--- src/rtl/wb_burst_master.sv ---
// Wishbone B4 burst master: one command becomes a classic cycle or an incrementing
// burst (linear or wrap-4/8/16). Read beats leave as pulses; write beats come from a valid/ready stream.
module wb_burst_master #(
  parameter int LEN_WIDTH = 5
) (
  input  logic                 clk,
  input  logic                 rst,
  input  logic                 cmd_valid,
  output logic                 cmd_ready,
  input  logic [31:0]          cmd_addr,
  input  logic                 cmd_we,
  input  logic [LEN_WIDTH-1:0] cmd_len,
  input  logic [1:0]           cmd_bte,
  input  logic [31:0]          wr_data,
  input  logic [3:0]           wr_sel,
  input  logic                 wr_valid,
  output logic                 wr_ready,
  output logic [31:0]          rd_data,
  output logic                 rd_valid,
  output logic                 done,
  output logic                 err,
  output logic [31:0]          wbm_addr,
  output logic [31:0]          wbm_dat_w,
  output logic [3:0]           wbm_sel,
  output logic                 wbm_cyc,
  output logic                 wbm_stb,
  output logic                 wbm_we,
  output logic [2:0]           wbm_cti,
  output logic [1:0]           wbm_bte,
  input  logic [31:0]          wbm_dat_r,
  input  logic                 wbm_ack,
  input  logic                 wbm_err
);

  typedef enum logic {IDLE, BUS} state_t;

  state_t               state_q, state_d;
  logic [29:0]          addr_q, addr_next;
  logic                 we_q;
  logic [1:0]           bte_q;
  logic [LEN_WIDTH-1:0] rem_q, len_eff;
  logic                 single_q;
  logic                 in_bus, beat_ack, beat_err, last_beat, accept;

  assign in_bus    = (state_q == BUS);
  assign wbm_cyc   = in_bus;
  assign wbm_stb   = in_bus & (~we_q | wr_valid);
  assign wbm_we    = in_bus & we_q;
  assign wbm_addr  = {addr_q, 2'b00};
  assign wbm_bte   = bte_q;
  assign wbm_dat_w = wr_data;
  assign wbm_sel   = we_q ? wr_sel : 4'hF;

  // an error on the same beat as an ack wins, so the beat is never reported as data
  assign beat_err  = wbm_stb & wbm_err;
  assign beat_ack  = wbm_stb & wbm_ack & ~wbm_err;
  assign last_beat = (rem_q == LEN_WIDTH'(1));
  assign wr_ready  = beat_ack & we_q;
  assign accept    = cmd_valid & cmd_ready;
  assign len_eff   = (cmd_len == '0) ? LEN_WIDTH'(1) : cmd_len;

  always_comb begin
    state_d   = state_q;
    cmd_ready = 1'b0;
    case (state_q)
      IDLE: begin
        cmd_ready = 1'b1;
        if (cmd_valid) state_d = BUS;
      end
      BUS: begin
        if (beat_err || (beat_ack && last_beat)) state_d = IDLE;
      end
      default: state_d = IDLE;
    endcase
  end

  always_comb begin
    if (!in_bus || single_q) wbm_cti = 3'b000;
    else if (last_beat)      wbm_cti = 3'b111;
    else                     wbm_cti = 3'b010;
  end

  // wrap bursts only advance the low word bits, the rest of the line address is held
  always_comb begin
    case (bte_q)
      2'b01:   addr_next = {addr_q[29:2], addr_q[1:0] + 2'd1};
      2'b10:   addr_next = {addr_q[29:3], addr_q[2:0] + 3'd1};
      2'b11:   addr_next = {addr_q[29:4], addr_q[3:0] + 4'd1};
      default: addr_next = addr_q + 30'd1;
    endcase
  end

  always_ff @(posedge clk) begin
    if (rst) state_q <= IDLE;
    else     state_q <= state_d;
  end

  always_ff @(posedge clk) begin
    if (rst) begin
      addr_q   <= '0;
      we_q     <= 1'b0;
      bte_q    <= 2'b00;
      rem_q    <= '0;
      single_q <= 1'b0;
      rd_valid <= 1'b0;
      rd_data  <= '0;
      done     <= 1'b0;
      err      <= 1'b0;
    end else begin
      rd_valid <= beat_ack & ~we_q;
      done     <= beat_err | (beat_ack & last_beat);
      err      <= beat_err;
      if (beat_ack && !we_q) rd_data <= wbm_dat_r;
      if (accept) begin
        addr_q   <= cmd_addr[31:2];
        we_q     <= cmd_we;
        bte_q    <= cmd_bte;
        rem_q    <= len_eff;
        single_q <= (len_eff == LEN_WIDTH'(1));
      end else if (beat_ack) begin
        addr_q <= addr_next;
        rem_q  <= rem_q - LEN_WIDTH'(1);
      end
    end
  end

endmodule

--- config.mk ---
export PLATFORM = sky130hd
export DESIGN_NAME = wb_burst_master
export DESIGN_NICKNAME = d
export VERILOG_FILES = /design/src/rtl/wb_burst_master.sv
export SDC_FILE = /design/constraint.sdc
export NUM_CORES = 1
export LEC_CHECK = 0
export ABC_AREA = 1
export ABC_CLOCK_PERIOD_IN_PS = 1900
export BUFFER_PORTS_ARGS = -buffer_cell sky130_fd_sc_hd__buf_2
export CORE_ASPECT_RATIO = 2
export CORE_MARGIN = 3
export CORE_UTILIZATION = 46
export CTS_CLUSTER_DIAMETER = 40
export DETAILED_ROUTE_END_ITERATION = 7
export PLACE_DENSITY = 0.86
export SLEW_MARGIN = 30
export SYNTH_ARGS = -nofsm -noshare
export SYNTH_HDL_FRONTEND = slang
export SYNTH_SLANG_ARGS = --single-unit
--- constraint.sdc ---
create_clock -name clk -period 1.9 [get_ports clk]
set_clock_uncertainty 0.1 [all_clocks]
set_input_delay 0.19 -clock clk [delete_from_list [all_inputs] [get_ports clk]]
set_output_delay 0.19 -clock clk [all_outputs]
set_load 0.02 [all_outputs]
==> flow_metrics.env, run 1 <==
export IMPL_status="finished, final reports clean"
export IMPL_multi_input_area_mm2=0.00228
export IMPL_grt_setup_unrepaired="false"
export IMPL_syn_inst=696
export IMPL_maxCapViolCount=0
export IMPL_htreeDepth=3
export IMPL_r2r_start="addr_q[0]"
export IMPL_setup_viol=0
export IMPL_period_share_pct=92.1
export IMPL_holdPathEnd="rd_data[1]"
export IMPL_dp_cells=912
export IMPL_dp_slack_ns=0.128
export IMPL_dr_pass1_iters=4
export IMPL_layout_drive_gt1_share_pct=26.4
export IMPL_p_comb_share_pct=22.4
export IMPL_clk_latency_ns=0.33
export IMPL_cp_max_fo=7
export IMPL_tritoncts="done"
export IMPL_vias_per_cell=5.02
export IMPL_ir_worst_vdd_mv=0.497
export IMPL_synth_most_common_cell="nand2_1"
export IMPL_start_kind="flip-flop"
export IMPL_power_frac_clock_pct=37.3
export IMPL_finalWirelength_um=13100
export IMPL_core_mm2=0.00938
export IMPL_synth_top_area_share_pct=33.7
export IMPL_leakagePower_nw=2.87
export IMPL_clock_sinks=75
export IMPL_synth_area_leaders="dfxtp_1 (34%), nand2_1 (14%), nor2_1 (13%)"
export IMPL_grt_overflow=0
export IMPL_cts_buffer_depth=2
export IMPL_fp_dieW_um=75.6
export IMPL_synth_common_cells="nand2_1 (165), nor2_1 (153), dfxtp_1 (75)"
export IMPL_synth_area_leader_cell="dfxtp_1"
export IMPL_postSynthAreaPerCell_um2=6.41
export IMPL_yosys_warnings=0
export IMPL_numPortBuffers=158
export IMPL_instances_no_fill=959
export IMPL_crit_arrival_ns=1.92
export IMPL_io_pins=227
export IMPL_seq_area_frac_synth_pct=33.7
export IMPL_drtAntennaViolNets=0
export IMPL_synthArstFlopShare_pct=0
export IMPL_cts_buffers=9
export IMPL_start_util_pct=47.5
export IMPL_critPathKind="reg2reg"
export IMPL_intPower_mw=3.10
export IMPL_holdWs_ns=0.0117
export IMPL_synth_seq_cells=75
export IMPL_nets=967
export IMPL_num_rows=50
export IMPL_end_kind="flip-flop"
export IMPL_fillCellCount=894
export IMPL_die_h_um=145
export IMPL_grt_pass1_vias=4676
export IMPL_pwr_share_seq_pct=40.3
export IMPL_tns_ns=0
export IMPL_grt_pass1_wl_um=21300
export IMPL_dieArea_mm2=0.0110
export IMPL_num_vias=4810
export IMPL_regToRegEndpoint="addr_q[26]"
export IMPL_drtIter0Drc=228
export IMPL_switching_share_pct=31.6
export IMPL_ff2ff_setup_slack_ns=0.15
export IMPL_gp_congestion=0.984
export IMPL_track_usage_pct=24.6
export IMPL_final_max_slew_viol_count=0
export IMPL_hold_violations=0
export IMPL_syn_to_final_growth_pct=27.9
export IMPL_ys_types=35
export IMPL_whs_path_depth=3
export IMPL_regArea_mm2=0.00150
export IMPL_clockRootBuffer="clkbuf_16"
export IMPL_r2r_cells=10
export IMPL_min_path_type="in2reg"
export IMPL_fmax_ghz=0.571
export IMPL_period_minus_slack_ns=1.75
export IMPL_fin_ws_ns=0.149
export IMPL_grt_max_degree=53
export IMPL_crit_required_ns=2.07
export IMPL_power_switching_mw=1.43
export IMPL_post_route_drc_count=0
export IMPL_diodes=0
export IMPL_post_drt_wl_per_cell_um=13.7
export IMPL_power_per_cell_area_mw_per_mm2=794
export IMPL_min_from="wbm_dat_r[1]"
export IMPL_antenna_found_initial=0
export IMPL_syn_area_mm2=0.00446
export IMPL_clk_pin_slew_ns=0.06
export IMPL_synth_edf_count=0
export IMPL_dp_hpwl_um=9280
export IMPL_synth_main_ff_cell="dfxtp_1"
[worst max-delay path: stages, from the launching register on]
cell and delay (ns):
dfxtp_1 0.38, ha_1 0.20, nand2_1 0.11, nor2_4 0.17, nand2_2 0.16, nor2_1 0.12
buf_4 0.15, nand2_1 0.06, nand2_1 0.06, nand3_1 0.08, a21oi_2 0.11
[cell usage in the layout, fill, tap and decap left out, types with 2 or more instances in the layout]
cell type | Yosys | final
nor2_4 | 3 | 3
o211ai_1 | 7 | 7
nor2_2 | 3 | 4
nand2_2 | 2 | 2
buf_2 | 9 | 158
dfxtp_1 | 75 | 75
buf_4 | 39 | 12
or2_2 | 4 | 4
conb_1 | 1 | 2
nor2_1 | 153 | 152
inv_2 | 3 | 3
nand3_1 | 38 | 38
a21oi_2 | 17 | 17
dlygate4sd3_1 | 0 | 31
o21ai_0 | 48 | 48
inv_1 | 68 | 67
nand2_1 | 165 | 165
xor2_1 | 5 | 5
a31oi_1 | 2 | 2
nor3_1 | 2 | 2
a21oi_1 | 22 | 22
ha_1 | 3 | 3
o21ai_1 | 4 | 4
buf_12 | 0 | 2
clkbuf_16 | 0 | 9
clkinvlp_4 | 0 | 3
[metal layers]
metal / vias to the layer above / share of wire [%] / GRT usage (%) / routed length, um
li1: 2445 / - / - / -
met3: 63 / 6.0 / 5.20 / 790
met5: - / 0 / 0 / 0
met2: 178 / 53 / 41.9 / 6940
met4: 0 / 6.0 / 16.5 / 790
met1: 2124 / 35 / 25.5 / 4580
[how the worst max path moves through the flow]
stage | slack (ns) | start | to | cells past startpoint
3_5_place_dp | 0.13 | addr_q[0] | addr_q[24] | 9
5_1_grt | 0.009 | addr_q[0] | addr_q[18] | 10
3_3_place_gp | 0.15 | addr_q[0] | addr_q[24] | 9
4_1_cts | 0.10 | addr_q[0] | addr_q[24] | 9
2_1_floorplan | 0.11 | wbm_cyc | wbm_cti[2] | 3
6_report | 0.15 | addr_q[0] | addr_q[26] | 10
[repair_timing]
action                                  in CTS  in global routing
hold endpoints to repair                    31                  0
gates resized for setup                      0                  1
buffers inserted                             0                  0
hold buffers                                31                  0
endpoints found under the setup margin       0                  2
[power groups by stage]
stage	clock (mW)	combinational, mW	sequential (mW)
after detailed placement	0	0.960	1.85
final	1.69	1.02	1.82
after CTS	1.72	1.02	1.82
after global placement	0	0.945	1.85
after global routing	1.79	1.14	1.84
after floorplan	0	0.645	1.95
[registers in the layout, indices dropped and copies added (netlist names)]
| name | flops |
|---|---|
| wbm_bte | 2 |
| addr_q | 30 |
| rd_data | 32 |
| done | 1 |
| single_q | 1 |
| rd_valid | 1 |
| we_q | 1 |
| err | 1 |
| wbm_cyc | 1 |
| rem_q | 5 |
[through the flow]
step / instance area (um2) / utilization (%) / power, mW
6_report: 5700 / 60.8 / 4.53
5_1_grt: 5700 / 60.8 / 4.76
4_1_cts: 5700 / 60.7 / 4.56
3_5_place_dp: 5090 / 54.3 / 2.81
3_3_place_gp: 5090 / 54.3 / 2.80
2_1_floorplan: 4470 / - / 2.60
[cells by family (layout without fill, tap and decap cells)]
group,after synthesis,count (layout),share of synthesized area [%]
DFF,75,75,33.7
and+or+nand+nor,378,378,35.5
buffers and inverters,132,290,15.5
adders and majority gates,3,3,0.842
AOI/OAI and AO/OA,102,102,13.4
xor gates and xnor gates,5,5,0.982
other,1,2,0.0841
[final cells by class]
| cell class | count | share of cell area [%] |
|---|---|---|
| clock buffers | 10 | 4.01 |
| multi-input cells | 490 | 40.0 |
| clock inverters | 6 | 1.16 |
| inverters | 71 | 4.67 |
| repair buffers | 203 | 21.6 |
| flip-flops and latches | 75 | 26.3 |
| well taps | 104 | 2.28 |
(Power assumes the default switching activity.)
==> inputs of run 2 (changes only) <==
--- a/config.mk
+++ b/config.mk
@@ -8,12 +8,15 @@
 export ABC_AREA = 1
 export ABC_CLOCK_PERIOD_IN_PS = 1900
 export BUFFER_PORTS_ARGS = -buffer_cell sky130_fd_sc_hd__buf_2
+export CELL_PAD_IN_SITES_DETAIL_PLACEMENT = 1
+export CELL_PAD_IN_SITES_GLOBAL_PLACEMENT = 1
 export CORE_ASPECT_RATIO = 2
 export CORE_MARGIN = 3
-export CORE_UTILIZATION = 46
+export CORE_UTILIZATION = 30
 export CTS_CLUSTER_DIAMETER = 40
 export DETAILED_ROUTE_END_ITERATION = 7
-export PLACE_DENSITY = 0.86
+export GPL_TIMING_DRIVEN = 0
+export PLACE_DENSITY = 0.85
 export SLEW_MARGIN = 30
 export SYNTH_ARGS = -nofsm -noshare
 export SYNTH_HDL_FRONTEND = slang
==> flow_metrics.env, run 2 (synthesis gave the netlist of run 1 again) <==
export IMPL_ir_worst_vdd_mv=0.492
export IMPL_layout_drive_gt1_share_pct=32.5
export IMPL_final_cell_mix="buf_2 (198), nand2_1 (164), nor2_1 (147), dfxtp_1 (74), inv_1 (68)"
export IMPL_clk_latency_ns=0.35
export IMPL_track_usage_pct=21.5
export IMPL_reg_top3="rd_data (32), addr_q (30), rem_q (5)"
export IMPL_io_pins=227
export IMPL_fin_ws_ns=0.0739
export IMPL_num_vias=5342
export IMPL_final_max_slew_viol_count=0
export IMPL_worst_pin_slew_ns=0.512
export IMPL_min_path_type="in2reg"
export IMPL_gp_congestion=0.850
export IMPL_power_per_cell_area_mw_per_mm2=761
export IMPL_vias_per_cell=4.75
export IMPL_maxSlewHeadroom_pct=65.9
export IMPL_post_route_util_pct=43.8
export IMPL_multi_input_area_mm2=0.00233
export IMPL_drtAntennaViolNets=0
export IMPL_grt_max_degree=12
export IMPL_dieArea_mm2=0.0164
export IMPL_fillCellCount=1974
export IMPL_hold_violations=0
export IMPL_end_kind="output pin"
export IMPL_regToRegEndpoint="addr_q[8]"
export IMPL_period_minus_slack_ns=1.83
export IMPL_whs_path_depth=3
export IMPL_htreeDepth=3
export IMPL_clock_sinks=75
export IMPL_fmax_ghz=0.548
export IMPL_core_mm2=0.0144
export IMPL_post_route_drc_count=0
export IMPL_start_kind="flip-flop"
export IMPL_instances_no_fill=1124
export IMPL_nets=1047
export IMPL_grt_pass1_wl_um=27600
export IMPL_holdPathEnd="addr_q[12]"
export IMPL_die_h_um=178
export IMPL_tritoncts="done"
export IMPL_dr_pass1_iters=4
export IMPL_crit_path_start="rem_q[1]"
export IMPL_critPathKind="reg2out"
export IMPL_r2r_start="addr_q[1]"
export IMPL_largest_reg_flops=32
export IMPL_crit_required_ns=1.61
export IMPL_start_util_pct=30.9
export IMPL_final_common_cell="buf_2"
export IMPL_top_register="rd_data"
export IMPL_clockRootBuffer="clkbuf_16"
export IMPL_num_rows=62
export IMPL_drtIter0Drc=144
export IMPL_syn_to_final_growth_pct=41.9
export IMPL_finalWirelength_um=18100
export IMPL_clk_pin_slew_ns=0.06
export IMPL_crit_arrival_ns=1.54
export IMPL_cts_buffers=9
export IMPL_grt_overflow=0
export IMPL_dp_slack_ns=-0.0893
export IMPL_ff2ff_setup_slack_ns=0.10
export IMPL_dp_cells=1078
export IMPL_setup_viol=0
export IMPL_post_drt_wl_per_cell_um=16.1
export IMPL_p_total_mw=4.81
export IMPL_cts_buffer_depth=2
export IMPL_diodes=0
export IMPL_maxCapViolCount=0
export IMPL_grt_pass1_vias=5730
export IMPL_antenna_found_initial=0
export IMPL_fp_dieW_um=92.2
export IMPL_min_from="cmd_addr[14]"
export IMPL_regArea_mm2=0.00150
export IMPL_grt_setup_unrepaired="true"
export IMPL_period_share_pct=96.1
export IMPL_r2r_cells=9
export IMPL_dp_hpwl_um=13900
export IMPL_leakagePower_nw=3.22
export IMPL_cp_max_fo=3
export IMPL_holdWs_ns=0.0167
export IMPL_numPortBuffers=189
export IMPL_status="finished, final reports clean"
-- run 2: how the worst max path moves through the flow --
stage / cells past startpoint / to
floorplan: 3 / wbm_cti[2]
global placement: 9 / addr_q[26]
detailed placement: 9 / addr_q[26]
CTS: 9 / addr_q[26]
global route: 6 / wbm_cti[2]
finish: 6 / wbm_cti[2]
-- run 2: layout make-up --
class	instances	share of cell area [%]
inverters	71	4.21
clock inverters	2	0.593
clock buffers	11	4.00
multi-input cells	490	36.8
well taps	192	3.80
plain buffers	61	6.72
repair buffers	222	20.1
flip-flops and latches	75	23.8
-- run 2: worst max-delay path, cell delays in order (launching register included) --
cell and delay, ns:
dfxtp_1 0.31, inv_1 0.09, ha_1 0.17, nand2_1 0.12
nor4_4 0.19, buf_4 0.15, buf_2 0.15
-- run 2: report_power, final --
group | switching (mW) | internal (mW)
sequential | 0.137 | 1.69
clock | 0.683 | 1.07
combinational | 0.758 | 0.475
total | 1.58 | 3.23
-- run 2: per-layer routing --
metal | track usage, % | vias to the layer above | routed length [um]
li1 | - | 2597 | -
met1 | 18.2 | 2506 | 5820
met2 | 44.4 | 198 | 10400
met3 | 5.61 | 41 | 1160
met4 | 10.9 | 0 | 675
met5 | 0 | - | 0
-- run 2: timing repair --
action | 4_1_cts | 5_1_grt
resized for setup | 2 | 14
hold buffers | 32 | 0
hold endpoints to repair | 32 | 0
setup buffers | 0 | 1
pin swaps | 0 | 1
gates cloned | 0 | 0
endpoints found under the setup margin | 3 | 14
-- run 2: per-stage QoR --
stage	cell area (um2)	setup TNS, ns
2_1_floorplan	4470	0
3_3_place_gp	5650	-0.0533
3_5_place_dp	5650	-0.184
4_1_cts	6270	0
5_1_grt	6330	-0.0770
6_report	6330	0
==> inputs of run 3 (changes only) <==
--- a/config.mk
+++ b/config.mk
@@ -5,7 +5,6 @@
 export SDC_FILE = /design/constraint.sdc
 export NUM_CORES = 1
 export LEC_CHECK = 0
-export ABC_AREA = 1
 export ABC_CLOCK_PERIOD_IN_PS = 1900
 export BUFFER_PORTS_ARGS = -buffer_cell sky130_fd_sc_hd__buf_2
 export CELL_PAD_IN_SITES_DETAIL_PLACEMENT = 1
@@ -16,7 +15,7 @@
 export CTS_CLUSTER_DIAMETER = 40
 export DETAILED_ROUTE_END_ITERATION = 7
 export GPL_TIMING_DRIVEN = 0
-export PLACE_DENSITY = 0.85
+export PLACE_DENSITY = 0.86
 export SLEW_MARGIN = 30
 export SYNTH_ARGS = -nofsm -noshare
 export SYNTH_HDL_FRONTEND = slang
==> flow_metrics.env, run 3 <==
export IMPL_whs_path_depth=3
export IMPL_violations="hold timing, setup timing"
export IMPL_finalWirelength_um=20800
export IMPL_hold_violations=1
export IMPL_instances_no_fill=932
export IMPL_top_register="rd_data"
export IMPL_cp_max_fo=3
export IMPL_fmax_ghz=0.453
export IMPL_intPower_mw=3.12
export IMPL_drtAntennaViolNets=0
export IMPL_holdWs_ns=-0.000256
export IMPL_regToRegEndpoint="addr_q[26]"
export IMPL_numPortBuffers=190
export IMPL_maxSlewHeadroom_pct=44.9
export IMPL_antenna_found_initial=1
export IMPL_gp_congestion=0.923
export IMPL_tritoncts="done"
export IMPL_postSynthAreaPerCell_um2=7.76
export IMPL_crit_required_ns=2.05
export IMPL_status="finished with violations"
export IMPL_power_frac_clock_pct=37.3
export IMPL_final_common_cell="buf_2"
export IMPL_synth_top_area_share_pct=38.8
export IMPL_num_vias=5220
export IMPL_end_kind="flip-flop"
export IMPL_top_layer="met5"
export IMPL_holdPathEnd="rd_data[26]"
export IMPL_clockRootBuffer="clkbuf_16"
export IMPL_synth_most_common_cell="nand2_1"
export IMPL_syn_inst=499
export IMPL_p_comb_share_pct=24.4
export IMPL_p_total_mw=4.63
export IMPL_placed_cell_area_mm2=0.00518
export IMPL_grt_pass1_wl_um=29100
export IMPL_maxCapViolCount=0
export IMPL_ir_worst_vdd_mv=0.470
export IMPL_nets=894
export IMPL_synth_area_leaders="dfxtp_1 (39%), nand2_1 (8.8%), buf_4 (6.8%)"
export IMPL_cts_buffer_depth=2
export IMPL_io_pins=227
export IMPL_final_cell_mix="buf_2 (191), nand2_1 (89), buf_4 (80), dfxtp_1 (47), a21oi_1 (45)"
export IMPL_min_path_type="in2reg"
export IMPL_r2r_start="wbm_bte[0]"
export IMPL_pwr_share_seq_pct=38.3
export IMPL_dp_cells=840
export IMPL_drtIter0Drc=322
export IMPL_largest_reg_flops=32
export IMPL_clk_pin_slew_ns=0.06
export IMPL_period_share_pct=116
export IMPL_syn_area_mm2=0.00387
export IMPL_start_util_pct=30.7
export IMPL_wl_met2_um=11500
export IMPL_core_mm2=0.0126
export IMPL_r2r_cells=5
export IMPL_wl_met3_um=1520
export IMPL_fp_dieW_um=86.3
export IMPL_cts_buffers=9
export IMPL_tns_ns=-3.33
export IMPL_syn_to_final_growth_pct=71.6
export IMPL_synth_edf_count=0
export IMPL_final_max_slew_viol_count=0
export IMPL_crit_arrival_ns=2.35
export IMPL_yosys_warnings=0
export IMPL_worst_pin_slew_ns=0.827
export IMPL_power_per_cell_area_mw_per_mm2=697
export IMPL_htreeDepth=3
export IMPL_switching_share_pct=32.7
export IMPL_fillCellCount=1553
export IMPL_final_area_mm2=0.00664
export IMPL_clock_sinks=75
export IMPL_leakagePower_nw=2.94
export IMPL_synth_area_leader_cell="dfxtp_1"
export IMPL_grt_pass1_vias=5539
export IMPL_track_usage_pct=26.2
export IMPL_min_from="wbm_dat_r[26]"
export IMPL_diodes=0
export IMPL_grt_overflow=0
export IMPL_wl_met1_um=6530
export IMPL_clk_latency_ns=0.35
export IMPL_post_route_drc_count=0
export IMPL_grt_max_degree=15
export IMPL_die_h_um=167
export IMPL_power_switching_mw=1.51
export IMPL_vias_per_cell=5.60
export IMPL_grt_setup_unrepaired="true"
export IMPL_post_drt_wl_per_cell_um=22.3
export IMPL_dp_hpwl_um=13100
export IMPL_seq_area_frac_synth_pct=38.8
export IMPL_dp_slack_ns=-0.506
export IMPL_dieArea_mm2=0.0144
export IMPL_period_minus_slack_ns=2.21
export IMPL_ff2ff_setup_slack_ns=-0.31
export IMPL_setup_viol=24
export IMPL_post_route_util_pct=52.6
export IMPL_critPathKind="reg2reg"
export IMPL_synthArstFlopShare_pct=0
export IMPL_ys_types=54
export IMPL_dr_pass1_iters=5
export IMPL_synth_main_ff_cell="dfxtp_1"
export IMPL_reg_top3="rd_data (32), addr_q (30), rem_q (5)"
export IMPL_fin_ws_ns=-0.308
export IMPL_synth_common_cells="nand2_1 (91), dfxtp_1 (75), a21oi_1 (47)"
export IMPL_num_rows=58
export IMPL_start_kind="flip-flop"
export IMPL_layout_drive_gt1_share_pct=51.9
export IMPL_synth_seq_cells=75
-- run 3: changes by cell type after synthesis, sizes merged, moves of 11 or more --
cell	delta
nor2	-127
nand2	-78
inv	-61
o21ai	-37
clkbuf	+24
nand3	-22
buf	-16
nor4	+11
-- run 3: per-layer routing --
metal | up-vias | global-route usage, %
li1 | 2287 | -
met3 | 85 | 5.84
met2 | 324 | 49.4
met1 | 2522 | 24.1
met5 | - | 0
met4 | 2 | 16.4
-- run 3: how the worst max path moves through the flow --
stage,to,cells past startpoint,start
after floorplan,addr_q[26],6,addr_q[15]
after global placement,addr_q[16],7,wbm_cyc
after detailed placement,addr_q[10],6,we_q
after CTS,addr_q[26],5,wbm_bte[1]
after global routing,addr_q[29],7,addr_q[4]
final,addr_q[26],5,wbm_bte[0]
-- run 3: power by group through the flow --
stage | Combinational (mW) | Clock, mW | Sequential [mW]
2_1_floorplan | 0.448 | 0 | 1.86
3_3_place_gp | 0.844 | 0 | 1.78
3_5_place_dp | 0.871 | 0 | 1.79
4_1_cts | 1.02 | 1.72 | 1.76
5_1_grt | 1.20 | 1.81 | 1.78
6_report | 1.13 | 1.73 | 1.77
-- run 3: worst max-delay path: stages (launching register included) --
cell      delay, ns
dfxtp_4        0.36
nor4b_4        0.33
nand3_2        0.16
or3_4          0.40
or4_4          0.49
a311oi_2       0.27
-- run 3: kinds of logic (layout without fill, tap and decap cells) --
group                    Yosys count  in the layout  synth area share (%)
AND/OR/NAND/NOR                  216            216                  27.6
AO/OA/AOI/OAI                    113            113                  18.6
buffers and inverters             79            361                  11.2
flip-flops                        75             75                  38.8
XOR/XNOR                          10             10                  2.26
adder cells (fa/ha/maj)            3              3                 0.970
multiplexers                       2              2                 0.517
other                              1              2                0.0969
-- run 3: what timing repair did --
action / CTS / global route
setup endpoints to repair: 67 / 59
buffers inserted: 37 / 15
hold buffers: 29 / 0
hold endpoints to repair: 29 / 0
pin swaps: 26 / 26
gates cloned: 1 / 0
gates resized for setup: 70 / 58
-- run 3: final cells by class --
cell class / instances / area [um2] / area share, %
multi-input cells: 346 / 2420 / 36.4
repair buffers: 272 / 1690 / 25.4
flip-flops and latches: 75 / 1580 / 23.8
plain buffers: 63 / 437 / 6.57
clock buffers: 10 / 250 / 3.77
well taps: 150 / 188 / 2.82
clock inverters: 6 / 47.5 / 0.716
inverters: 10 / 40.0 / 0.603
